$ cat src/rtl/coproc_pkg.sv
// Shared op-code, ASCII and encoder state definitions for the coprocessor host link.
// RESULT_ENCODER_ECHO_OP_EN adds the operator-echo states to the encoder state set.
package coproc_pkg;

    localparam logic [7:0] OP_ADD = 8'd1;
    localparam logic [7:0] OP_SUB = 8'd2;
    localparam logic [7:0] OP_MUL = 8'd3;
    localparam logic [7:0] OP_DIV = 8'd4;

    localparam logic [7:0] ASC_PLUS  = 8'h2B;
    localparam logic [7:0] ASC_MINUS = 8'h2D;
    localparam logic [7:0] ASC_STAR  = 8'h2A;
    localparam logic [7:0] ASC_SLASH = 8'h2F;
    localparam logic [7:0] ASC_EQ    = 8'h3D;
    localparam logic [7:0] ASC_QUEST = 8'h3F;
    localparam logic [7:0] ASC_ZERO  = 8'h30;

    typedef enum logic [2:0] {
        S_IDLE,
        S_CONVERT,
`ifdef RESULT_ENCODER_ECHO_OP_EN
        S_OP,
        S_EQ,
`endif
        S_SIGN,
        S_DIGITS,
        S_ERR,
        S_TERM
    } state_t;

    function automatic logic op_valid(input logic [7:0] op);
        return (op == OP_ADD) || (op == OP_SUB) || (op == OP_MUL) || (op == OP_DIV);
    endfunction

endpackage

$ cat src/rtl/bin2bcd.sv
// Sequential double-dabble: loads on start_i, shifts WIDTH times, pulses done_o with bcd_o valid.
module bin2bcd #(
    parameter int unsigned WIDTH = 16,
    parameter int unsigned NDIG  = 5
) (
    input  logic              clk,
    input  logic              rst,
    input  logic              start_i,
    input  logic [WIDTH-1:0]  bin_i,
    output logic [NDIG*4-1:0] bcd_o,
    output logic              done_o
);

    localparam int unsigned CNTW = $clog2(WIDTH + 1);

    logic [WIDTH-1:0]  sr_q;
    logic [NDIG*4-1:0] bcd_q, bcd_adj;
    logic [CNTW-1:0]   cnt_q;
    logic              run_q, done_q;

    // Add 3 to every digit >= 5 before the shift so it carries correctly into the next digit.
    always_comb begin
        bcd_adj = bcd_q;
        for (int i = 0; i < int'(NDIG); i++) begin
            if (bcd_q[i*4 +: 4] >= 4'd5) begin
                bcd_adj[i*4 +: 4] = bcd_q[i*4 +: 4] + 4'd3;
            end
        end
    end

    always_ff @(posedge clk or posedge rst) begin
        if (rst) begin
            sr_q   <= '0;
            bcd_q  <= '0;
            cnt_q  <= '0;
            run_q  <= 1'b0;
            done_q <= 1'b0;
        end else if (start_i) begin
            sr_q   <= bin_i;
            bcd_q  <= '0;
            cnt_q  <= CNTW'(WIDTH);
            run_q  <= 1'b1;
            done_q <= 1'b0;
        end else if (run_q) begin
            sr_q   <= {sr_q[WIDTH-2:0], 1'b0};
            bcd_q  <= {bcd_adj[NDIG*4-2:0], sr_q[WIDTH-1]};
            cnt_q  <= cnt_q - CNTW'(1);
            run_q  <= (cnt_q != CNTW'(1));
            done_q <= (cnt_q == CNTW'(1));
        end else begin
            done_q <= 1'b0;
        end
    end

    assign bcd_o  = bcd_q;
    assign done_o = done_q;

endmodule

$ cat src/rtl/result_encoder.sv
// Encodes an op code and signed result into an ASCII byte stream with valid/ack handshake.
// RESULT_ENCODER_ECHO_OP_EN: prefix the stream with the operator character and '='.
module result_encoder
    import coproc_pkg::*;
#(
    parameter int unsigned WIDTH = 16,
    parameter logic [7:0]  TERM  = 8'h0A
) (
    input  logic             i_clk,
    input  logic             reset,
    input  logic             i_ready,
    input  logic [7:0]       op_code,
    input  logic [WIDTH-1:0] result,
    input  logic             i_ack,
    output logic [7:0]       o_data,
    output logic             o_valid,
    output logic             o_busy,
    output logic             o_done,
    output logic             o_error
);

    localparam int unsigned NDIG = (WIDTH * 30103 + 99999) / 100000;
    localparam int unsigned DIGW = (NDIG > 1) ? $clog2(NDIG) : 1;

    state_t            state_q, state_d, nxt;
    logic [DIGW-1:0]   dig_q, dig_d, nxt_dig, msd;
    logic              neg_q, neg_d;
    logic [7:0]        data_q, data_d;
    logic              valid_q, valid_d, busy_q, busy_d, done_q, done_d, error_q, error_d;
    logic              start_c, load, xfer;
    logic [3:0]        dsel;
    logic [WIDTH:0]    res_ext;
    logic [WIDTH-1:0]  mag_c;
    logic [NDIG*4-1:0] bcd;
    logic              bcd_done;
`ifdef RESULT_ENCODER_ECHO_OP_EN
    logic [7:0]        op_q, op_d;
`endif

    // Sign-extend before negating so the most negative input still yields its full magnitude.
    assign res_ext = {result[WIDTH-1], result};
    assign mag_c   = WIDTH'(result[WIDTH-1] ? -res_ext : res_ext);
    assign xfer    = valid_q && i_ack;

    bin2bcd #(.WIDTH(WIDTH), .NDIG(NDIG)) u_bin2bcd (
        .clk     (i_clk),
        .rst     (reset),
        .start_i (start_c),
        .bin_i   (mag_c),
        .bcd_o   (bcd),
        .done_o  (bcd_done)
    );

    // Most significant non-zero digit; zero magnitude falls back to the units digit.
    always_comb begin
        msd = '0;
        for (int i = 0; i < int'(NDIG); i++) begin
            if (bcd[i*4 +: 4] != 4'd0) msd = DIGW'(i);
        end
    end

    always_ff @(posedge i_clk or posedge reset) begin
        if (reset) begin
            state_q <= S_IDLE;
            dig_q   <= '0;
            neg_q   <= 1'b0;
            data_q  <= '0;
            valid_q <= 1'b0;
            busy_q  <= 1'b0;
            done_q  <= 1'b0;
            error_q <= 1'b0;
`ifdef RESULT_ENCODER_ECHO_OP_EN
            op_q    <= '0;
`endif
        end else begin
            state_q <= state_d;
            dig_q   <= dig_d;
            neg_q   <= neg_d;
            data_q  <= data_d;
            valid_q <= valid_d;
            busy_q  <= busy_d;
            done_q  <= done_d;
            error_q <= error_d;
`ifdef RESULT_ENCODER_ECHO_OP_EN
            op_q    <= op_d;
`endif
        end
    end

    // Next state picks which byte to present next; load registers it with o_valid.
    always_comb begin
        state_d = state_q;
        dig_d   = dig_q;
        neg_d   = neg_q;
        data_d  = data_q;
        valid_d = valid_q;
        busy_d  = busy_q;
        done_d  = 1'b0;
        error_d = 1'b0;
        start_c = 1'b0;
        load    = 1'b0;
        nxt     = state_q;
        nxt_dig = dig_q;
        dsel    = 4'd0;
`ifdef RESULT_ENCODER_ECHO_OP_EN
        op_d    = op_q;
`endif

        case (state_q)
            S_IDLE: begin
                if (i_ready) begin
                    busy_d = 1'b1;
                    neg_d  = result[WIDTH-1];
`ifdef RESULT_ENCODER_ECHO_OP_EN
                    op_d   = op_code;
`endif
                    if (op_valid(op_code)) begin
                        state_d = S_CONVERT;
                        start_c = 1'b1;
                    end else begin
                        state_d = S_ERR;
                        error_d = 1'b1;
                    end
                end
            end
            S_CONVERT: begin
                if (bcd_done) begin
                    load = 1'b1;
`ifdef RESULT_ENCODER_ECHO_OP_EN
                    nxt  = S_OP;
`else
                    nxt     = neg_q ? S_SIGN : S_DIGITS;
                    nxt_dig = msd;
`endif
                end
            end
`ifdef RESULT_ENCODER_ECHO_OP_EN
            S_OP: begin
                if (xfer) begin
                    load = 1'b1;
                    nxt  = S_EQ;
                end
            end
            S_EQ: begin
                if (xfer) begin
                    load    = 1'b1;
                    nxt     = neg_q ? S_SIGN : S_DIGITS;
                    nxt_dig = msd;
                end
            end
`endif
            S_SIGN: begin
                if (xfer) begin
                    load    = 1'b1;
                    nxt     = S_DIGITS;
                    nxt_dig = msd;
                end
            end
            S_DIGITS: begin
                if (xfer) begin
                    load    = 1'b1;
                    nxt     = (dig_q == '0) ? S_TERM : S_DIGITS;
                    nxt_dig = (dig_q == '0) ? dig_q : dig_q - DIGW'(1);
                end
            end
            S_ERR: begin
                if (!valid_q || xfer) begin
                    load = 1'b1;
                    nxt  = valid_q ? S_TERM : S_ERR;
                end
            end
            S_TERM: begin
                if (xfer) begin
                    state_d = S_IDLE;
                    valid_d = 1'b0;
                    data_d  = '0;
                    busy_d  = 1'b0;
                    done_d  = 1'b1;
                end
            end
            default: state_d = S_IDLE;
        endcase

        for (int i = 0; i < int'(NDIG); i++) begin
            if (nxt_dig == DIGW'(i)) dsel = bcd[i*4 +: 4];
        end

        if (load) begin
            state_d = nxt;
            dig_d   = nxt_dig;
            valid_d = 1'b1;
            case (nxt)
`ifdef RESULT_ENCODER_ECHO_OP_EN
                S_OP: begin
                    case (op_q)
                        OP_ADD:  data_d = ASC_PLUS;
                        OP_SUB:  data_d = ASC_MINUS;
                        OP_MUL:  data_d = ASC_STAR;
                        default: data_d = ASC_SLASH;
                    endcase
                end
                S_EQ:     data_d = ASC_EQ;
`endif
                S_SIGN:   data_d = ASC_MINUS;
                S_DIGITS: data_d = ASC_ZERO + {4'd0, dsel};
                S_ERR:    data_d = ASC_QUEST;
                S_TERM:   data_d = TERM;
                default:  data_d = data_q;
            endcase
        end
    end

    assign o_data  = data_q;
    assign o_valid = valid_q;
    assign o_busy  = busy_q;
    assign o_done  = done_q;
    assign o_error = error_q;

endmodule

$ cat config.mk
export PLATFORM = sky130hd
export DESIGN_NAME = result_encoder
export DESIGN_NICKNAME = d
export VERILOG_FILES = /design/src/rtl/coproc_pkg.sv /design/src/rtl/bin2bcd.sv /design/src/rtl/result_encoder.sv
export SDC_FILE = /design/constraint.sdc
export NUM_CORES = 1
export LEC_CHECK = 0
export ABC_AREA = 1
export ABC_CLOCK_PERIOD_IN_PS = 2560
export CAP_MARGIN = 10
export CORE_UTILIZATION = 53
export CTS_BUF_LIST = sky130_fd_sc_hd__clkbuf_4 sky130_fd_sc_hd__clkbuf_8
export DETAILED_ROUTE_END_ITERATION = 8
export GPL_ROUTABILITY_DRIVEN = 0
export GPL_TIMING_DRIVEN = 1
export PLACE_DENSITY = 0.75
export RECOVER_POWER = 25
export SYNTH_ARGS = -nofsm -noshare
export SYNTH_HDL_FRONTEND = slang
export SYNTH_SLANG_ARGS = --single-unit
$ cat constraint.sdc
create_clock -name i_clk -period 2.56 [get_ports i_clk]
set_clock_uncertainty 0.15 [all_clocks]
set_input_delay 0.512 -clock i_clk [delete_from_list [all_inputs] [get_ports i_clk]]
set_output_delay 0.512 -clock i_clk [all_outputs]
set_load 0.05 [all_outputs]
After elaboration in Yosys (flattened, before gate mapping):

Cells that the tools add are included.

* input port bits: 28
* output and inout bits: 12
* register bits after elaboration: 62
* word-level logic and storage cells: 139

* reductions and logical operators: 24
* multiplexer cells: 63
* add/subtract/negate cells: 9
* $lt $le $gt $ge: 5
* equal/unequal tests: 25

Operators with widths (number)
* 3-bit two-way mux: 17
* 16-bit two-way mux: 3
* 20-bit two-way mux: 2
* 4-bit two-way mux: 9
* 8-bit one-hot mux with 4 select lines: 1
* 8-bit two-way mux: 3
* 1-bit two-way mux: 21
* 4-bit by 3-bit greater-or-equal comparator with 1-bit output, second input constant: 5
* 3-bit by 2-bit == test with 1-bit output, second input constant: 6
* 3-bit one-hot mux with 3 select lines: 2
* 4-bit by 2-bit adder with 4-bit output, second input constant: 4
* 8-bit by 2-bit == test with 1-bit output, second input constant: 2
* 16-bit negator: 1
* 4-bit nonzero test: 4
* 3-bit == test, second input constant: 5
* 3-bit one-hot mux with 4 select lines: 1
* 5-bit two-way mux: 2
* 5-bit by 1-bit != test with 1-bit output, second input constant: 2
* 3-bit zero test: 3
* 3-bit AND reduction: 3
* 8-bit by 1-bit == test with 1-bit output, second input constant: 1
* 8-bit by 3-bit == test with 1-bit output, second input constant: 1
* 2-bit nonzero test: 4
* 6-bit by 4-bit adder with 7-bit output, first input constant: 1
* 16 further kinds: 23

Depth between registers and ports, before layout:

Gate-level depths: netlist (run 1).

* depth after elaboration: 16
* depth in mapped cells: 18
* depth with buffers taken out: 18

Modules after synthesis:

Synthesis (run 1) repeated with hierarchy kept, for this count alone.

* cells, all modules: 554
* area, all modules: 4053.9 um^2

By module, submodules not included
* bin2bcd: seq. area each 1076.0 um^2, cells each 283, area an instance 2322.2 um^2, times used 1
* result_encoder: seq. area each 425.4 um^2, cells each 271, area an instance 1731.7 um^2, times used 1

Least setup slack after synthesis (run 1):

Ideal clock, no wire load.

* kind: reg-to-reg
* from: register valid_q (netlist: o_valid)
* to: register data_q[0] (netlist: o_data[0])
* stages on the path, launching flop included: 16
* library setup time: 118 ps
* path buffers: 0
* data required time: 2292 ps
* data arrival time: 1901 ps
* setup slack: 391 ps
* path through: dfrtp_1 > nand2_1 > clkinv_1 > nand3_1 > nand2_2 > nand2_1 > nand2_1 > inv_1 > nor2_4 > nand2_2 > o21ai_1 > inv_1 > nand2_1 > nand2_1 > nand2_1 > nand2_1

* cells in the longest elaborated chain, start to end: 12

RTL lines
* start, declared: RTL line result_encoder.sv:29 `logic valid_q, valid_d, busy_q, busy_d, done_q, done_d, error_q, error_d;`
* start signal, assigned: RTL line result_encoder.sv:80 `valid_q <= valid_d;`
* 1-bit logical AND: RTL line result_encoder.sv:43 `assign xfer = valid_q && i_ack;`
* 3-bit two-way mux, on equally long branches: RTL line result_encoder.sv:160, result_encoder.sv:153
* 3-bit one-hot mux with 3 select lines: RTL line result_encoder.sv:109 `case (state_q)`
* 3-bit zero test: RTL line result_encoder.sv:185 `if (nxt_dig == DIGW'(i)) dsel = bcd[i*4 +: 4];`
* 4-bit two-way mux (5 in a row): RTL line result_encoder.sv:185
* 6-bit by 4-bit adder with 7-bit output: RTL line result_encoder.sv:205 `S_DIGITS: data_d = ASC_ZERO + {4'd0, dsel};`
* 8-bit one-hot mux with 4 select lines: RTL line result_encoder.sv:192 `case (nxt)`
* 8-bit two-way mux: RTL line result_encoder.sv:188 `if (load) begin`
* end signal, assigned: RTL line result_encoder.sv:79 `data_q <= data_d;`
* end, declared: RTL line result_encoder.sv:28 `logic [7:0] data_q, data_d;`

Parallel ways exist; a longest one is shown, timed or not. The select of a mux whose other input is x is not followed.
A chain may end at the register's enable or synchronous reset.

Final worst setup path (run 1):

* from: input port i_ack
* to: register data_q[0] (netlist: o_data[0])

* cells in the longest elaborated chain, start to end: 12

RTL lines
* start, declared: RTL line result_encoder.sv:14 `input logic i_ack,`
* 1-bit logical AND (*): RTL line result_encoder.sv:43
* 3-bit two-way mux, on equally long branches: RTL line result_encoder.sv:160, result_encoder.sv:153
* 3-bit one-hot mux with 3 select lines: RTL line result_encoder.sv:109
* 3-bit zero test: RTL line result_encoder.sv:185
* 4-bit two-way mux (5 in a row): RTL line result_encoder.sv:185
* 6-bit by 4-bit adder with 7-bit output: RTL line result_encoder.sv:205
* 8-bit one-hot mux with 4 select lines: RTL line result_encoder.sv:192
* 8-bit two-way mux: RTL line result_encoder.sv:188

Mark *: on every way between the ends. The rest lies on a longest branch, timed or not. The select of a mux whose other input is x is not followed.

==> run metrics, run 1 <==
setup violators final 0; period utilisation layout between 90% and 100%; Hold Fails Final Rpt 0; dpl cells 661; Critical Path Start i_ack; most frequent cell on the critical path nand2_1; max-slew violation count 0; synth unique cells 37; CP max stage cell clkdlybuf4s50_1; cell leakage power 2.403 nW; Slew headroom 20.67%; R2R depth 15; Die Y roughly 87 um; # nets final 621; die width 87.31 um; synth warn 0; CP Launch Type primary input; max incr delay on CP between 0.4 and 0.5 ns; Post-Route WL ~9 mm; drt drc 0; FF-to-FF Start u_bin2bcd.bcd_o[12]; htree depth 3; Placeable Area 6907 um^2; hpwl dp 6.657 mm; synthesized flop and latch total 60; area grow syn2layout 22.54%; r2r setup slk 0.23 ns; outcome finished, final reports clean; CP Capture Type flop; Max Clk Rate 426.6 MHz; Iteration-0 DRC Markers 219; Seq/Total Area, Yosys 38.92%; WL/cell 13.34 um; max cap viols 0; footprint of the multi-input gates a little under 2000 um^2; clock tree from TritonCTS yes; vias in the first global route ~3400; Final ANT Viol Nets 0; Power Density 1042 nW/um^2; R2R Path End o_data[2]; Worst EP arrival 2.42 ns; Avg Inst Size Synth ~7.5 um^2; Post-Synthesis Cells 515; Hold Crit Class flop to flop; minimum clock period about 2.3 ns; via count 3577; Max IR drop VDD ~0.0005 V; die area 7623 um^2; largest net degree at the start of global routing 31; fraction of layout instances using a drive strength above 1 11.53%; clk slew on worst S/H paths 0.07 ns; hold slack 0.3188 ns; Ports 40; Clock Sinks 60; initial antenna violation count 0; crit-path cells clkdlybuf4s50_1, nand2_1, inv_2, nand3_1, nand2_2, nand3_1, nand3_4, buf_4, nand4_1, nand2_1, inv_1, nand2_1, nand2_1, nand2_1, nand2_1, nand2_1, nand2_1; port bufs 37; First-pass DRT Iterations 5; Via density approximately 5.3; most common cell after layout, fill and taps aside nand2_1; Clock Latency Late Sink between 0.3 and 0.4 ns; # diodes 0; # rows 30; clk buf depth 2; CTS buffer count 9; global-route wire length before repair 15.35 mm; gr usage total 26.23%; register area 1501 um^2; crit path capture o_data[0]; CP Class primary input to flop; Initial Utilization 55.85%; Non-Filler Instances 677; Max FO, Critical Path 7; Root Buffer clkbuf_8; Cell Area, Synth 3857 um^2; grt ovf 0; Fillers 602; CTS Hold Bufs 0; worst-margin pin slew 1.189 ns; CP required 2.63 ns; most frequent cells in the layout nand2_1 (119), inv_1 (88), dfrtp_1 (60)
==> state kept, by name (all words and copies together) (netlist names) <==
signal,cells
u_bin2bcd.bcd_o,20
u_bin2bcd.sr_q,16
o_data,6
u_bin2bcd.cnt_q,5
dig_q,3
state_q,3
neg_q,1
o_busy,1
o_done,1
o_error,1
o_valid,1
u_bin2bcd.done_o,1
u_bin2bcd.run_q,1
==> Yosys cell counts, drive strengths merged <==
cell type	count	area [um^2]
o211ai	6	45.04
o2111ai	1	8.760
ha	17	212.7
o22ai	12	75.07
nor3b	1	7.510
o21a	1	7.510
inv	90	337.8
clkinv	2	7.510
a21oi	15	82.58
or2	5	31.28
nand2	126	495.5
buf	10	70.06
dfrtp	60	1501
nand3	37	195.2
clkbuf	3	11.26
a32oi	3	26.28
nor3	7	35.03
conb	1	3.750
xnor2	2	17.52
nand4	12	81.33
xor2	14	122.6
o31ai	1	7.510
o21ai	41	205.2
o221ai	11	96.34
nor2	36	165.2
a22oi	1	7.510
==> power by group <==
part           switching [mW]  internal, mW
combinational            1.52         0.898
clock                   0.382         0.595
sequential              0.242          1.29
==> logic make-up after synthesis <==
kind of cell / Yosys count / synth area share, %
fa+ha+maj: 17 / 5.514
flops: 60 / 38.92
other cells: 1 / 0.09721
compound gates: 92 / 14.56
xor+xnor: 16 / 3.633
simple gates: 224 / 26.21
buf+inv: 105 / 11.06
==> repair_timing <==
item	in CTS	in global routing
resized for setup	0	3
buffers inserted	0	0
setup endpoints to repair	0	4
==> critical path, delay by kind of cell <==
kind                   cells  cell delay (ns)
buffers and inverters      4             0.78
and+or+nand+nor           13             1.12
==> stage by stage <==
| step | total power [mW] | setup slack (ns) | instance area [um^2] | setup TNS, ns | util (%) |
|---|---|---|---|---|---|
| after floorplan | 3.184 | 0.3913 | 3861 | 0 | - |
| after global placement | 3.853 | -0.1207 | 4508 | -0.2793 | 65.27 |
| after detailed placement | 3.935 | -0.1354 | 4508 | -0.8206 | 65.27 |
| after CTS | 4.928 | 0.1975 | 4733 | 0 | 68.53 |
| after global routing | 5.325 | -0.01006 | 4727 | -0.01006 | 68.44 |
| final | 4.928 | 0.2160 | 4727 | 0 | 68.44 |
==> area by class of cell <==
type                       count  area share (%)
sequential                    60           31.76
tap                           96           2.541
inverter                      92           7.305
clock buffer                  12           3.229
clock inverter                 4           1.535
multi-input combinational    351           41.16
timing repair buffer          62           12.47
==> per-layer routing <==
layer / wire (um) / GRT usage, % / vias to the layer above
li1: - / - / 1804
met1: 4082 / 32.58 / 1662
met2: 4413 / 45.10 / 94
met3: 382 / 5.592 / 17
met4: 150 / 9.091 / 0
met5: 0 / 0 / -
==> worst min-delay path by stage <==
stage,startpoint,to,slack [ns],cells after the start
final,o_busy,o_busy,0.32,2
after global routing,u_bin2bcd.cnt_q[1],u_bin2bcd.cnt_q[1],0.36,2
after CTS,u_bin2bcd.bcd_o[11],u_bin2bcd.bcd_o[11],0.32,2
after detailed placement,o_busy,o_busy,0.31,2
after global placement,u_bin2bcd.bcd_o[11],u_bin2bcd.bcd_o[11],0.31,2
after floorplan,u_bin2bcd.bcd_o[11],u_bin2bcd.bcd_o[11],0.29,2
No activity file was read; power rests on OpenSTA's default activity.
==> inputs of run 2 (changes only) <==
- CAP_MARGIN: 10 -> 20
==> results of run 2 <==
Same layout as run 1: the final DEF is identical, and so are final timing and power.
